**config.mk**
```make
export PLATFORM = sky130hd
export DESIGN_NAME = pulse_cascade_gen
export DESIGN_NICKNAME = d
export VERILOG_FILES = /design/src/rtl/pulse_cascade_gen_pkg.sv /design/src/rtl/mod_counter.sv /design/src/rtl/pulse_cascade_gen.sv
export SDC_FILE = /design/constraint.sdc
export NUM_CORES = 1
export LEC_CHECK = 0
export ABC_AREA = 1
export CORE_UTILIZATION = 35
export DETAILED_ROUTE_END_ITERATION = 10
export PLACE_DENSITY_LB_ADDON = 0.15
export SLEW_MARGIN = 20
export SYNTH_ARGS = -nofsm -noshare
export SYNTH_HDL_FRONTEND = slang
export SYNTH_HIERARCHICAL = 1
export SYNTH_SLANG_ARGS = --single-unit
```
**constraint.sdc**
```tcl
create_clock -name clk -period 6.2 [get_ports clk]
set_input_delay 1.55 -clock clk [delete_from_list [all_inputs] [get_ports clk]]
set_output_delay 1.55 -clock clk [all_outputs]
set_load 0.01 [all_outputs]
```
**src/rtl/pulse_cascade_gen_pkg.sv**
```systemverilog
// Shared types and parameter limits for the pulse cascade generator.
// The run-control state and the legal parameter ranges live here so all files agree.
package pulse_cascade_gen_pkg;

  typedef enum logic [1:0] {
    ST_IDLE   = 2'd0,
    ST_RUN    = 2'd1,
    ST_PAUSED = 2'd2
  } state_e;

  localparam int DIV_MIN    = 2;
  localparam int DIV_MAX    = 1 << 24;
  localparam int STAGES_MIN = 1;
  localparam int STAGES_MAX = 6;
  localparam int BASE_MIN   = 2;
  localparam int BASE_MAX   = 16;

endpackage

```
**src/rtl/mod_counter.sv**
```systemverilog
// Modulo-MOD counter with synchronous clear (dominant), count enable and
// a combinational carry that is high on the enabled edge where the count wraps.
module mod_counter #(
  parameter int MOD = 10
) (
  input  logic clk,
  input  logic clr_i,
  input  logic en_i,
  output logic carry_o
);

  localparam int CW = (MOD > 1) ? $clog2(MOD) : 1;

  logic [CW-1:0] count_q, count_d;

  assign carry_o = en_i && (count_q == CW'(MOD - 1));

  always_comb begin
    count_d = count_q;
    if (clr_i) begin
      count_d = '0;
    end else if (en_i) begin
      count_d = carry_o ? '0 : count_q + CW'(1);
    end
  end

  always_ff @(posedge clk) begin
    count_q <= count_d;
  end

endmodule

```
**src/rtl/pulse_cascade_gen.sv**
```systemverilog
// Prescaled base tick followed by a chain of divide-by-BASE stages, with
// run/pause/idle control and an optional one-shot stop after the last stage wraps.
module pulse_cascade_gen
  import pulse_cascade_gen_pkg::*;
#(
  parameter int DIV    = 50000,
  parameter int STAGES = 3,
  parameter int BASE   = 10
) (
  input  logic              clk,
  input  logic              reset,
  input  logic              start,
  input  logic              stop,
  input  logic              oneshot,
  output logic [STAGES:0]   tick,
  output logic              running,
  output logic              done
);

  localparam int PW = $clog2(DIV);

  state_e          state_q;
  logic [PW-1:0]   pre_q, pre_d;
  logic [STAGES:0] evt;
  logic [STAGES:0] tick_q;
  logic            running_q;
  logic            done_q;
  logic            advance;
  logic            finish;
  logic            ctr_clr;

  // Stop on the sampling edge freezes everything, so no tick can leave that edge.
  assign advance = (state_q == ST_RUN) && !stop && !reset;
  assign evt[0]  = advance && (pre_q == PW'(DIV - 1));
  assign finish  = oneshot && evt[STAGES];
  assign ctr_clr = reset || finish || (state_q == ST_IDLE);

  always_comb begin
    pre_d = pre_q;
    if (reset || finish) begin
      pre_d = '0;
    end else if (advance) begin
      pre_d = evt[0] ? '0 : pre_q + PW'(1);
    end
  end

  always_ff @(posedge clk) begin
    pre_q <= pre_d;
  end

  genvar gi;
  generate
    for (gi = 1; gi <= STAGES; gi++) begin : g_stage
      mod_counter #(
        .MOD(BASE)
      ) u_stage (
        .clk    (clk),
        .clr_i  (ctr_clr),
        .en_i   (evt[gi-1]),
        .carry_o(evt[gi])
      );
    end
  endgenerate

  always_ff @(posedge clk) begin
    if (reset) begin
      state_q   <= ST_IDLE;
      running_q <= 1'b0;
      done_q    <= 1'b0;
      tick_q    <= '0;
    end else begin
      tick_q <= evt;
      done_q <= finish;
      unique case (state_q)
        ST_IDLE, ST_PAUSED: begin
          if (start && !stop) begin
            state_q   <= ST_RUN;
            running_q <= 1'b1;
          end
        end
        ST_RUN: begin
          if (stop) begin
            state_q   <= ST_PAUSED;
            running_q <= 1'b0;
          end else if (finish) begin
            state_q   <= ST_IDLE;
            running_q <= 1'b0;
          end
        end
        default: begin
          state_q   <= ST_IDLE;
          running_q <= 1'b0;
        end
      endcase
    end
  end

  assign tick    = tick_q;
  assign running = running_q;
  assign done    = done_q;

endmodule

```
==> impl_metrics.json <==
{
  "synth.cell_area_sq_um": 1940,
  "grt_pass1_wl_mm": 6.71,
  "cp_cell_sequence": "clkdlybuf4s50_1 > nor2_8 > nand2_4 > nor2_4 > nand4_1 > inv_1 > nand4_1 > inv_1 > nand4_1 > inv_1 > nand2_1 > nand2_2 > inv_1 > o21ai_0 > inv_1 > nand2_1 > nor2_1",
  "rsz0062_at_grt": "false",
  "layout_commonest_cell": "nand2_1",
  "syn_nets": 292,
  "place.gp.congestion": 0.771,
  "routed_wl_mm": 3.80,
  "endpoint_kind": "register",
  "finalCriticalPeriod_ns": 4.40,
  "hp-class": "reg2reg",
  "setup_viol": 0,
  "htree_levels": 2,
  "drive_gt1_share_pct": 11.8,
  "ir_drop_v": 0.000105,
  "io_buffers": 10,
  "yosys.area.top_type": "dfxtp_1",
  "dr.pass1.iters": 4,
  "cts.sinks": 35,
  "hold_ws_ns": 0.512,
  "fp.dieH_um": 76.5,
  "cpPeakStageDelay_ns": 0.62,
  "cts_buffers": 5,
  "syn_avg_cell_area_sq_um": 6.94,
  "met3_usage_pct": 3.59,
  "die_w_um": 76.5,
  "cp.required_ns": 6.38,
  "clk_latency_ns": 0.29,
  "clk_pin_slew_worst_paths_ns": 0.06,
  "grt_pass1_vias": 1595,
  "via_count": 1669,
  "yosysUniqueCellTypes": 27,
  "slew_headroom_pct": 71.8,
  "num_rows": 26,
  "use_met1_pct": 16.6,
  "critPathLaunchType": "input port",
  "core-area_sq_um": 5240,
  "wl_per_cell_um": 10.4,
  "instances_no_fill": 367,
  "tightestPinTransition_ns": 0.422,
  "maxClockFrequency_mhz": 227,
  "crit_type": "in2reg",
  "layout.nets": 308,
  "diodes": 0,
  "status": "complete, no violations",
  "final_cell_mix": "nand2_1 (62), nor2_1 (53), inv_1 (40)",
  "yosys_warnings": 6,
  "cp_common_cell": "inv_1",
  "worst-path-buf-inv": 6,
  "setup_slack_ns": 1.80,
  "grt_util_all_layers_pct": 14.4,
  "p_total_uw": 411,
  "cts_tree": "yes",
  "seq_area_frac_synth_pct": 36.1,
  "cts_resized": 0,
  "path_max_fanout": 10,
  "fin_skew_ns": 0.00616,
  "cap_violations": 0,
  "drc": 0,
  "initial_core_util_pct": 37.1,
  "hold_viol": 0,
  "crit_path_top_delay_cell": "clkdlybuf4s50_1",
  "netlist.area_leader.share_pct": 36.1,
  "clockBufferDepth": 2,
  "place_hpwl_mm": 2.91,
  "drv_slew": 0,
  "grt_antenna_before_repair": 0,
  "ys_top_cells_by_area": "dfxtp_1 (36%), nand2_1 (12%), nor2_1 (10%), inv_1 (7.7%), nand3_1 (5.7%)",
  "overflow": 0,
  "num-fill-cells": 550,
  "clockRootBuffer": "clkbuf_8",
  "cp.arrival_ns": 4.58,
  "cts-hold-fix-buffers": 0,
  "ant_nets": 0,
  "grt_max_degree": 11,
  "placed_cells": 359,
  "synthCells": 280,
  "syn2layout_area_growth_pct": 13.5,
  "p_leak_uw": 0.000924,
  "grt.met2_usage_pct": 24.8,
  "viasPerCell": 4.55,
  "ioPinCount": 11,
  "fin_crit_sh_pct": 71.0,
  "ys_ff_latch": 35,
  "cpLargestDelayFamily": "simple AND/OR/NAND/NOR gates",
  "busiest_layer": "met2",
  "die_area_sq_um": 5850,
  "dpl_worst_slack_ns": 1.47,
  "dr.first_iter.drc_count": 80,
  "p_per_area_nw_per_um2": 187,
  "cts_setup_buffers": 0,
  "fin_setup_tns_ns": 0
}
-- Yosys cell counts --
cell type / instances
inv_2: 8
dfxtp_1: 35
nand3b_1: 1
xnor2_1: 1
nand2_4: 2
a32oi_1: 1
inv_1: 40
o21bai_1: 1
o21ai_1: 3
nor2_1: 53
buf_4: 1
nand4_1: 10
ha_1: 7
nor2_4: 6
nand3_2: 4
nor3_1: 1
nor2_8: 1
a21oi_1: 4
nand3_4: 1
nand2_2: 4
nand2_1: 62
nor3_2: 1
a221oi_1: 1
o21ai_0: 1
xor2_1: 7
nand3_1: 22
nor2_2: 2
-- layer usage --
metal  up-vias  wire, um
met5         -         0
met4         0        80
met3         8        96
met2        20      1810
met1       739      1810
li1        902         -
-- worst reg2reg max path, stage by stage, from the launching register on --
cell     delay [ns]
dfxtp_1        0.40
ha_1           0.25
nand3_1        0.11
inv_1          0.11
nand2_4        0.07
nor2_4         0.18
nand4_1        0.19
inv_1          0.17
nand4_1        0.19
inv_1          0.18
nand4_1        0.20
inv_1          0.12
nand2_1        0.10
nand2_2        0.18
inv_1          0.05
o21ai_0        0.13
inv_1          0.16
nand2_1        0.13
nor2_1         0.05
-- final timing paths --
kind	endpoint	start	cells past startpoint	slack, ns
worst max-delay path	g_stage[1].u_stage/count_q[2]	reset	17	1.80
worst min-delay path	pre_q[1]	pre_q[1]	2	0.51
worst max register to register	g_stage[1].u_stage/count_q[2]	pre_q[0]	18	3.13
worst min register to register	pre_q[1]	pre_q[1]	2	0.51
-- flip-flops by register name (all words and copies together), names as in the netlist --
signal                   count
pre_q                       16
g_stage.u_stage/count_q     12
tick                         4
state_q                      2
done                         1
-- area by class of cell --
type,instances,area [sq um],area share (%)
clock buffer,7,76.3,3.46
clock inverter,1,5.00,0.227
inverter,48,180,8.17
multi-input combinational,196,1050,47.8
sequential,35,701,31.8
tap,70,87.6,3.97
timing repair buffer,10,100,4.54
-- cells by family after synthesis --
logic type | Yosys count | share of synthesized area (%)
xor gates and xnor gates | 8 | 3.61
AOI/OAI and AO/OA | 11 | 3.35
buffers and inverters | 49 | 9.66
and+or+nand+nor | 170 | 42.8
adders and majority gates | 7 | 4.51
DFF | 35 | 36.1
-- through the flow --
step | area [sq um] | util (%)
after floorplan | 1940 | -
after detailed placement | 2120 | 40.5
after global placement | 2120 | 40.5
after global routing | 2200 | 42.1
after CTS | 2200 | 42.1
final | 2200 | 42.1
-- where the power goes --
part	total, uW	switching [uW]	internal (uW)
Combinational	23.4	15.0	8.37
Sequential	228	2.17	226
Clock	159	80.6	78.8
Total	411	97.8	313
(Power assumes the default switching activity.)
